### src/rtl/cpu16_alu_pkg.sv
// cpu16_alu_pkg: shared types and constants for the cpu16 ALU sequencer
package cpu16_alu_pkg;
  typedef enum logic [1:0] {S_IDLE, S_EXEC, S_MUL, S_RESP} seq_state_t;
  typedef enum logic {CMD_ALU, CMD_MUL} seq_cmd_t;
  localparam logic [4:0] OP_ADD = 5'd0;
  localparam logic [4:0] OP_AND = 5'd22;
  localparam logic [4:0] OP_OR  = 5'd23;
  localparam logic [4:0] OP_XOR = 5'd24;
  localparam logic [4:0] OP_NOT = 5'd25;
  localparam logic [4:0] OP_SHL = 5'd26;
  localparam logic [4:0] OP_SHR = 5'd27;
  localparam int MUL_ITERS = 16;
endpackage

### src/rtl/alu_sequencer_if.sv
// alu_sequencer_if: valid/ready request and response channels of the ALU sequencer
interface alu_sequencer_if #(parameter int WIDTH = 16);
  import cpu16_alu_pkg::*;
  logic             req_valid;
  logic             req_ready;
  seq_cmd_t         req_cmd;
  logic [4:0]       req_op;
  logic [WIDTH-1:0] req_a;
  logic [WIDTH-1:0] req_b;
  logic             rsp_valid;
  logic             rsp_ready;
  logic [WIDTH-1:0] rsp_lo;
  logic [WIDTH-1:0] rsp_hi;
  logic             rsp_cond_met;
  modport master (
    output req_valid, req_cmd, req_op, req_a, req_b, rsp_ready,
    input  req_ready, rsp_valid, rsp_lo, rsp_hi, rsp_cond_met
  );
  modport slave (
    input  req_valid, req_cmd, req_op, req_a, req_b, rsp_ready,
    output req_ready, rsp_valid, rsp_lo, rsp_hi, rsp_cond_met
  );
endinterface

### src/rtl/alu_sequencer.sv
// alu_sequencer: sequences the shared ALU, runs shift-add multiply and owns the Z/C flags
module alu_sequencer
  import cpu16_alu_pkg::*;
#(
  parameter int WIDTH = 16
) (
  input  logic             clk,
  input  logic             rst_n,
  alu_sequencer_if.slave   bus,
  output logic             flag_z,
  output logic             flag_c,
  input  logic             flag_wr,
  input  logic             flag_wr_z,
  input  logic             flag_wr_c,
  output logic             busy,
  output logic [WIDTH-1:0] alu_a,
  output logic [WIDTH-1:0] alu_b,
  output logic [4:0]       alu_op,
  output logic             alu_en,
  output logic             alu_z_in,
  output logic             alu_c_in,
  input  logic [WIDTH:0]   alu_out,
  input  logic             alu_z_out,
  input  logic             alu_c_out,
  input  logic             alu_cond
);
  localparam logic [3:0] CNT_LAST = 4'(MUL_ITERS - 1);
  seq_state_t         state_q;
  logic [4:0]         op_q;
  logic [WIDTH-1:0]   a_q;
  logic [WIDTH-1:0]   b_q;
  logic [WIDTH-1:0]   hi_q;
  logic [3:0]         cnt_q;
  logic               rsp_valid_q;
  logic [WIDTH-1:0]   rsp_lo_q;
  logic [WIDTH-1:0]   rsp_hi_q;
  logic               cond_q;
  logic               z_q;
  logic               c_q;
  logic [2*WIDTH-1:0] acc_d;
  // During MUL a_q holds the multiplicand and b_q doubles as the low accumulator word
  assign acc_d = {alu_out, b_q[WIDTH-1:1]};
  assign bus.req_ready    = state_q == S_IDLE;
  assign bus.rsp_valid    = rsp_valid_q;
  assign bus.rsp_lo       = rsp_lo_q;
  assign bus.rsp_hi       = rsp_hi_q;
  assign bus.rsp_cond_met = cond_q;
  assign busy     = state_q != S_IDLE;
  assign flag_z   = z_q;
  assign flag_c   = c_q;
  assign alu_z_in = z_q;
  assign alu_c_in = c_q;
  // ALU drive: command operands in EXEC, accumulator step in MUL, idle otherwise
  always_comb begin
    alu_en = state_q == S_EXEC || state_q == S_MUL;
    alu_a  = state_q == S_EXEC ? a_q : state_q == S_MUL ? hi_q : '0;
    alu_b  = state_q == S_EXEC ? b_q : state_q == S_MUL && b_q[0] ? a_q : '0;
    alu_op = state_q == S_EXEC ? op_q : OP_ADD;
  end
  // Sequencer FSM with registered response and flags; a direct flag load has the last word
  always_ff @(posedge clk or negedge rst_n) begin
    if (!rst_n) begin
      state_q     <= S_IDLE;
      op_q        <= '0;
      a_q         <= '0;
      b_q         <= '0;
      hi_q        <= '0;
      cnt_q       <= '0;
      rsp_valid_q <= 1'b0;
      rsp_lo_q    <= '0;
      rsp_hi_q    <= '0;
      cond_q      <= 1'b0;
      z_q         <= 1'b0;
      c_q         <= 1'b0;
    end else begin
      case (state_q)
        S_IDLE: if (bus.req_valid) begin
          op_q    <= bus.req_op;
          a_q     <= bus.req_a;
          b_q     <= bus.req_b;
          hi_q    <= '0;
          cnt_q   <= '0;
          state_q <= bus.req_cmd == CMD_MUL ? S_MUL : S_EXEC;
        end
        S_EXEC: begin
          rsp_lo_q    <= alu_out[WIDTH-1:0];
          rsp_hi_q    <= {{(WIDTH-1){1'b0}}, alu_out[WIDTH]};
          cond_q      <= alu_cond;
          z_q         <= alu_cond ? alu_z_out : z_q;
          c_q         <= alu_cond ? alu_c_out : c_q;
          rsp_valid_q <= 1'b1;
          state_q     <= S_RESP;
        end
        S_MUL: begin
          {hi_q, b_q} <= acc_d;
          cnt_q       <= cnt_q + 4'd1;
          if (cnt_q == CNT_LAST) begin
            rsp_lo_q    <= acc_d[WIDTH-1:0];
            rsp_hi_q    <= acc_d[2*WIDTH-1:WIDTH];
            cond_q      <= 1'b1;
            z_q         <= acc_d == '0;
            c_q         <= acc_d[2*WIDTH-1:WIDTH] != '0;
            rsp_valid_q <= 1'b1;
            state_q     <= S_RESP;
          end
        end
        default: if (bus.rsp_ready) begin
          rsp_valid_q <= 1'b0;
          state_q     <= S_IDLE;
        end
      endcase
      if (flag_wr) begin
        z_q <= flag_wr_z;
        c_q <= flag_wr_c;
      end
    end
  end
endmodule

### src/flat_wrapper.sv
// flat-port wrapper written by rule: the top's interface ports become plain ports
module alu_sequencer_flat import cpu16_alu_pkg::*;
#(
  parameter int WIDTH = 16
)
  (clk, rst_n, flag_z, flag_c, flag_wr, flag_wr_z, flag_wr_c, busy, alu_a, alu_b, alu_op, alu_en, alu_z_in, alu_c_in, alu_out, alu_z_out, alu_c_out, alu_cond, bus_req_valid, bus_req_cmd, bus_req_op, bus_req_a, bus_req_b, bus_rsp_ready, bus_req_ready, bus_rsp_valid, bus_rsp_lo, bus_rsp_hi, bus_rsp_cond_met);
  alu_sequencer_if #(.WIDTH(WIDTH)) bus_i ();
  input  logic clk;
  input  logic rst_n;
  output logic flag_z;
  output logic flag_c;
  input  logic flag_wr;
  input  logic flag_wr_z;
  input  logic flag_wr_c;
  output logic busy;
  output logic [WIDTH-1:0] alu_a;
  output logic [WIDTH-1:0] alu_b;
  output logic [4:0] alu_op;
  output logic alu_en;
  output logic alu_z_in;
  output logic alu_c_in;
  input  logic [WIDTH:0] alu_out;
  input  logic alu_z_out;
  input  logic alu_c_out;
  input  logic alu_cond;
  input wire logic [$bits(bus_i.req_valid)-1:0] bus_req_valid;
  input wire logic [$bits(bus_i.req_cmd)-1:0] bus_req_cmd;
  input wire logic [$bits(bus_i.req_op)-1:0] bus_req_op;
  input wire logic [$bits(bus_i.req_a)-1:0] bus_req_a;
  input wire logic [$bits(bus_i.req_b)-1:0] bus_req_b;
  input wire logic [$bits(bus_i.rsp_ready)-1:0] bus_rsp_ready;
  output wire logic [$bits(bus_i.req_ready)-1:0] bus_req_ready;
  output wire logic [$bits(bus_i.rsp_valid)-1:0] bus_rsp_valid;
  output wire logic [$bits(bus_i.rsp_lo)-1:0] bus_rsp_lo;
  output wire logic [$bits(bus_i.rsp_hi)-1:0] bus_rsp_hi;
  output wire logic [$bits(bus_i.rsp_cond_met)-1:0] bus_rsp_cond_met;
  assign bus_i.req_valid = bus_req_valid;
  assign bus_i.req_cmd = bus_req_cmd;
  assign bus_i.req_op = bus_req_op;
  assign bus_i.req_a = bus_req_a;
  assign bus_i.req_b = bus_req_b;
  assign bus_i.rsp_ready = bus_rsp_ready;
  assign bus_req_ready = bus_i.req_ready;
  assign bus_rsp_valid = bus_i.rsp_valid;
  assign bus_rsp_lo = bus_i.rsp_lo;
  assign bus_rsp_hi = bus_i.rsp_hi;
  assign bus_rsp_cond_met = bus_i.rsp_cond_met;
  alu_sequencer #(.WIDTH(WIDTH)) u_core (.clk(clk), .rst_n(rst_n), .bus(bus_i), .flag_z(flag_z), .flag_c(flag_c), .flag_wr(flag_wr), .flag_wr_z(flag_wr_z), .flag_wr_c(flag_wr_c), .busy(busy), .alu_a(alu_a), .alu_b(alu_b), .alu_op(alu_op), .alu_en(alu_en), .alu_z_in(alu_z_in), .alu_c_in(alu_c_in), .alu_out(alu_out), .alu_z_out(alu_z_out), .alu_c_out(alu_c_out), .alu_cond(alu_cond));
endmodule
### config.mk
export PLATFORM = sky130hd
export DESIGN_NAME = alu_sequencer_flat
export DESIGN_NICKNAME = d
export VERILOG_FILES = /design/src/rtl/cpu16_alu_pkg.sv /design/src/rtl/alu_sequencer_if.sv /design/src/rtl/alu_sequencer.sv /design/src/flat_wrapper.sv
export SDC_FILE = /design/constraint.sdc
export NUM_CORES = 1
export LEC_CHECK = 0
export ABC_AREA = 1
export CORE_ASPECT_RATIO = 0.5
export CORE_MARGIN = 5
export CORE_UTILIZATION = 48
export DETAILED_ROUTE_END_ITERATION = 16
export PLACE_DENSITY = 0.82
export SLEW_MARGIN = 5
export SYNTH_ARGS = -nofsm -noshare
export SYNTH_HDL_FRONTEND = slang
export SYNTH_SLANG_ARGS = --single-unit
### constraint.sdc
create_clock -name clk -period 2.26 [get_ports clk]
set_input_delay 0.226 -clock clk [delete_from_list [all_inputs] [get_ports clk]]
set_output_delay 0.226 -clock clk [all_outputs]
set_load 0.01 [all_outputs]
==> metrics.md, run 1 <==
| Metric | Value |
|---|---|
| Status | `completed` |
| Setup_tns | `0 ns` |
| H-tree levels | `3` |
| Pin count of the biggest net entering global routing | `49` |
| Core Area | `9321 um^2` |
| Number of fill cells in the layout | `756` |
| Power density cells | `1456 nW/um^2` |
| Commonest cells post-synth | `186 x nand2_1, 95 x dfrtp_1, 70 x o21ai_0` |
| First-pass GRT wire length | `23150 um` |
| CP arrival | `1.94 ns` |
| Port Buf Inserts | `142` |
| Synth Area in Simple Gates | `0.2228` |
| Post-Synth Adder-Cell Area | `0.01379` |
| Final Core Density | `0.6851` |
| Wire per inst | `17.81 um` |
| Synth Area in XOR/XNOR | `0.001930` |
| Dpl ws | `0.1261 ns` |
| Complex-gate fraction of the synthesized area | `0.1696` |
| Top FF cell, synth | `dfrtp_1` |
| Vias in the first global route | `4357` |
| R2R Path End | `u_core.bus.rsp_lo[6]` |
| Full die area | `11620 um^2` |
| Crit Path Class | `register to output port` |
| Area Overhead vs Synth | `40.72%` |
| Max Cap Viol | `0` |
| Post-Synthesis Cells | `561` |
| Sw Share | `0.4335` |
| RSZ-0062 raised after global routing | `yes` |
| TritonCTS clock tree | `done` |
| Crit path max fanout | `22` |
| Max clock buf depth | `2` |
| Multi-input logic area | `1862 um^2` |
| # setup viols final | `0` |
| Post-synthesis mux area share | `0` |
| Worst path required time | `2.03 ns` |
| CP Launch Type | `register` |
| Initial Util | `0.4868` |
| Post-synth EDFFs | `0` |
| Clock sinks | `95` |
| DR iter-0 viols | `513` |
| Fin crit period | `2.167 ns` |
| Yosys cell types | `28` |
| Hpwl dp | `11030 um` |
| Leakage power | `2.938 nW` |
| Antenna Cells | `0` |
| Post-CTS setup buffer count | `0` |
| # rows | `25` |
| WL final | `14680 um` |
| Final GP Congestion | `0.9170` |
| Routed Antenna Nets | `0` |
| Clock power frac | `0.160` |
| Reg2reg start | `u_core.state_q[0]` |
| DRC | `0` |
| Top post-synthesis cells by area | `dfrtp_1 52%, nand2_1 15%, o21ai_0 7.7%` |
| Die Y | `78.76 um` |
| Sequential share of power | `0.326` |
| Worst Tran Pin Value | `0.5708 ns` |
| Sequential fraction of the synthesis area | `0.5238` |
| Layout cell share with drive strength beyond 1 | `0.06970` |
| Vias | `4552` |
| Area of the mapped netlist | `4538 um^2` |
| Hold_ws | `0.4027 ns` |
| Largest family of logic cells by synthesized area | `simple AND/OR/NAND/NOR gates` |
| CTS root buffer | `clkbuf_16` |
| R2r worst-path depth | `9` |
| Rel. slew slack | `0.6189` |
| Via density | `5.524` |
| CTS buffer count | `9` |
| CTS clk-pin slew, worst paths | `0.07 ns` |
| HP Class | `input port to asynchronous set/reset pin` |
| Post-synth top area share | `0.5238` |
| GRT overflow | `0` |
| Fmax | `0.4614 GHz` |
| Synth warn | `0` |
| Peak VDD IR | `0.7993 mV` |
| Setup WS post-layout | `0.09271 ns` |
| Sw Pwr | `0.004030 W` |
| Clock latency on the worst-skew pair | `0.35 ns` |
| GRT Total Usage | `0.2560` |
| Synthesized net count | `631` |
| Area leader, netlist | `dfrtp_1` |
| Period utilization | `0.9590` |
| Worst setup EP type | `output port` |
| DR pass1 iterations | `6` |
| Max-slew violation count | `0` |
| Final Hold Fails | `0` |
| Int Power | `0.005266 W` |
| Ports | `143` |
| Count leader, synth | `nand2_1` |
| FF-to-FF setup slack | `0.18 ns` |
| Combinational share of power | `0.514` |
| Register area | `2377 um^2` |
| Synth async-reset ratio | `1.000` |
| Initial antenna violation count | `0` |
| Layout Nets | `768` |
| Die W | `147.5 um` |
| Mean Syn Cell Area | `8.089 um^2` |
| Clock skew | `0.007791 ns` |
| Synthesized flop and latch total | `95` |
## per-layer routing
| metal | up-vias | wire [um] | global-route usage |
|---|---|---|---|
| met5 | - | 0 | 0 |
| met4 | 0 | 330 | 0.07249 |
| met3 | 33 | 1632 | 0.08609 |
| met2 | 218 | 6439 | 0.3837 |
| met1 | 2180 | 6275 | 0.3567 |
| li1 | 2121 | - | - |
## worst max path at each step
stage	from	end
final	u_core.state_q[0]	alu_b[0]
after global routing	u_core.state_q[1]	alu_op[4]
after CTS	u_core.state_q[0]	alu_a[9]
after detailed placement	u_core.state_q[0]	alu_b[0]
after global placement	u_core.state_q[0]	alu_b[0]
after floorplan	u_core.state_q[0]	alu_b[10]
## sequential cells by signal (all words and copies together) (netlist names), 2 cells and up
name               flops
u_core.b_q            16
u_core.bus.rsp_hi     16
u_core.state_q         2
u_core.a_q            16
u_core.hi_q           16
u_core.bus.rsp_lo     16
u_core.op_q            5
u_core.cnt_q           4
## placed cells by master (no fill, tap or decap), types with 2 or more instances in the layout
cell type,instances
inv_2,5
nor2_1,48
a21oi_1,6
clkbuf_16,9
o211ai_1,9
o21ai_0,70
buf_4,14
dlymetal6s2s_1,2
clkdlybuf4s50_1,109
inv_1,29
a31oi_1,26
nand2_1,186
inv_8,2
dfrtp_1,95
o31ai_1,14
ha_1,4
dlygate4sd2_1,27
inv_6,3
nand2_2,4
buf_12,3
clkbuf_2,2
nand3_1,19
## critical path, cell delays in order, from the launching register on
cell	delay, ns
dfrtp_1	0.41
inv_1	0.12
ha_2	0.25
buf_12	0.18
inv_4	0.04
nand2_2	0.07
nand2_1	0.07
a21oi_1	0.16
dlygate4sd2_1	0.30
## power by group through the flow
stage / Clock, W / Sequential (W) / Combinational (W)
2_1_floorplan: 0 / 0.00302 / 0.00256
4_1_cts: 0.00150 / 0.00300 / 0.00476
6_report: 0.00149 / 0.00303 / 0.00478
5_1_grt: 0.00158 / 0.00312 / 0.00525
3_5_place_dp: 0 / 0.00303 / 0.00481
3_3_place_gp: 0 / 0.00302 / 0.00471
## per-stage QoR
stage,area [um^2],total power (W),instances
2_1_floorplan,4538,0.005581,561
3_3_place_gp,6092,0.007725,807
3_5_place_dp,6092,0.007842,807
4_1_cts,6382,0.009273,824
5_1_grt,6386,0.009938,824
6_report,6386,0.009296,824
## kinds of logic (layout without fill, tap and decap cells)
family          Yosys count  after routing
compound gates          131            131
xor+xnor                  1              1
fa+ha+maj                 5              5
buf+inv                  70            212
flops                    95             95
simple gates            259            259
## cell type report
type | instances | area share
clock inverter | 6 | 0.008817
inverter | 36 | 0.02155
tap | 121 | 0.02371
clock buffer | 10 | 0.03742
sequential | 95 | 0.3723
timing repair buffer | 160 | 0.2447
multi-input combinational | 396 | 0.2915
## what timing repair did
item / CTS / global route
setup endpoints to repair: 32 / 7
resized for setup: 35 / 8
endpoints found under the hold margin: 36 / 0
hold buffers: 1 / 0
No activity file was read; power rests on OpenSTA's default activity.
==> run 2, diff against run 1 <==
- clock period: 2.26 -> 2.6 ns (I/O delays scaled with it)
==> run 2 against run 1 <==
Core utilization is 0.17 points higher. Die area stayed put. Hold slack better by 0.050 ns. Critical endpoint is now alu_b[6]. Via count is 0.86% lower. Count of clock-buffer cells in the layout is 1 lower. Power is 11% lower. Cell count is 0.73% lower. Setup slack better by 0.012 ns.
==> metrics.md, run 2 (synthesized netlist as in run 1, its figures left out) <==
| Metric | Value |
|---|---|
| Number of fill cells in the layout | `728` |
| CTS buffer count | `9` |
| # rows | `25` |
| Max-slew violation count | `0` |
| WL final | `14410 um` |
| Register area | `2377 um^2` |
| Layout Nets | `762` |
| DR pass1 iterations | `5` |
| Hold_ws | `0.4524 ns` |
| Status | `completed` |
| HP Class | `input port to register` |
| Ports | `143` |
| CTS root buffer | `clkbuf_16` |
| Initial Util | `0.4868` |
| Vias in the first global route | `4311` |
| H-tree levels | `3` |
| Core Area | `9321 um^2` |
| Die Y | `78.76 um` |
| Max Cap Viol | `0` |
| Commonest cells after routing, fill and taps aside | `185 x nand2_1, 134 x clkdlybuf4s50_1, 95 x dfrtp_1` |
| Via density | `5.517` |
| Worst setup EP type | `output port` |
| Period utilization | `0.9595` |
| First-pass GRT wire length | `23030 um` |
| Worst path required time | `2.34 ns` |
| Placed Cells | `801` |
| Fmax | `0.4008 GHz` |
| Clock latency on the worst-skew pair | `0.35 ns` |
| Die W | `147.5 um` |
| Area Overhead vs Synth | `41.08%` |
| Final Hold Fails | `0` |
| Power density cells | `1287 nW/um^2` |
| Final Non-Filler Cells | `818` |
| GRT Total Usage | `0.2549` |
| Worst Tran Pin Value | `0.6849 ns` |
| Post-route design area | `6402 um^2` |
| CP Launch Type | `register` |
| Full die area | `11620 um^2` |
| Antenna Cells | `0` |
| Max clock buf depth | `2` |
| Rel. slew slack | `0.5434` |
| Wire per inst | `17.62 um` |
| Overall power | `0.008239 W` |
| Peak VDD IR | `0.5746 mV` |
| DRC | `0` |
| Most common cell after layout, fill and taps aside | `nand2_1` |
| CTS clk-pin slew, worst paths | `0.07 ns` |
| Pin count of the biggest net entering global routing | `60` |
| Fin crit period | `2.495 ns` |
| Leakage power | `2.889 nW` |
| Clock sinks | `95` |
| Post-place instance area | `6035 um^2` |
| Multi-input logic area | `1857 um^2` |
| Hpwl dp | `10710 um` |
| Vias | `4513` |
| DR iter-0 viols | `350` |
| GRT overflow | `0` |
| Clock skew | `0.005285 ns` |
| Layout cell share with drive strength beyond 1 | `0.05882` |
| RSZ-0062 raised after global routing | `no` |
| Port Buf Inserts | `142` |
| Post-CTS setup buffer count | `0` |
| Crit path max fanout | `9` |
| Crit Path Class | `register to output port` |
| Initial antenna violation count | `0` |
| Setup_tns | `0 ns` |
| CP arrival | `2.23 ns` |
| Final GP Congestion | `0.9327` |
| Routed Antenna Nets | `0` |
| TritonCTS clock tree | `done` |
| # setup viols final | `0` |
[run 2: cell count changes in the layout (fill, tap and decap cells not counted), moves of 4 or more]
cell / before / now
buf_4: 14 / 10
clkdlybuf4s50_1: 109 / 134
dlygate4sd2_1: 27 / 0
dlymetal6s2s_1: 2 / 7
[run 2: per-stage QoR]
step	utilization	setup slack [ns]
6_report	0.6868	0.1052
5_1_grt	0.6868	0.009470
4_1_cts	0.6843	0.008798
3_5_place_dp	0.6474	0.3871
3_3_place_gp	0.6474	0.4919
2_1_floorplan	-	0.8921
[run 2: repair_timing]
item	CTS	global route
endpoints found under the setup margin	0	16
hold buffers	1	0
resized for setup	0	9
endpoints found under the hold margin	50	0
[run 2: final cells by class]
cell class	instances	area share
Clock buffer	9	0.03518
Tap cell	121	0.02365
Inverter	36	0.02150
Clock inverter	7	0.01700
Sequential cell	95	0.3713
Multi-Input combinational cell	396	0.2900
Timing Repair Buffer	154	0.2414
[run 2: worst max-delay path, stage by stage, from the launching register on]
cell,delay [ns]
dfrtp_1,0.41
inv_1,0.10
ha_1,0.22
inv_2,0.08
nand2_2,0.11
buf_4,0.20
o31ai_1,0.19
clkdlybuf4s50_1,0.57
[run 2: final timing paths]
path,startpoint,to,slack [ns],depth (start not counted)
worst max-delay path,u_core.state_q[1],alu_b[6],0.11,7
min in group asynchronous,rst_n,u_core.hi_q[5],0.49,2
worst min register to register,u_core.op_q[2],u_core.op_q[2],0.48,2
worst min-delay path,bus_req_op[1],u_core.op_q[1],0.45,3
worst max register to register,u_core.state_q[1],u_core.hi_q[5],0.51,7
max in group asynchronous,rst_n,u_core.cnt_q[2],1.42,3
[run 2: report_power, final]
part | total (W) | internal, W | leakage (nW) | switching, W
clock network | 0.00147 | 0.000864 | 0.164 | 0.000602
logic | 0.00414 | 0.00175 | 1.54 | 0.00239
registers | 0.00264 | 0.00216 | 1.19 | 0.000479
total | 0.00824 | 0.00477 | 2.89 | 0.00347
[run 2: per-layer routing]
metal | up-vias | part of all wire | GRT usage
met5 | - | 0 | 0
met4 | 0 | 0.024 | 0.07714
met3 | 35 | 0.083 | 0.06727
met2 | 197 | 0.46 | 0.4020
met1 | 2172 | 0.44 | 0.3491
li1 | 2109 | - | -
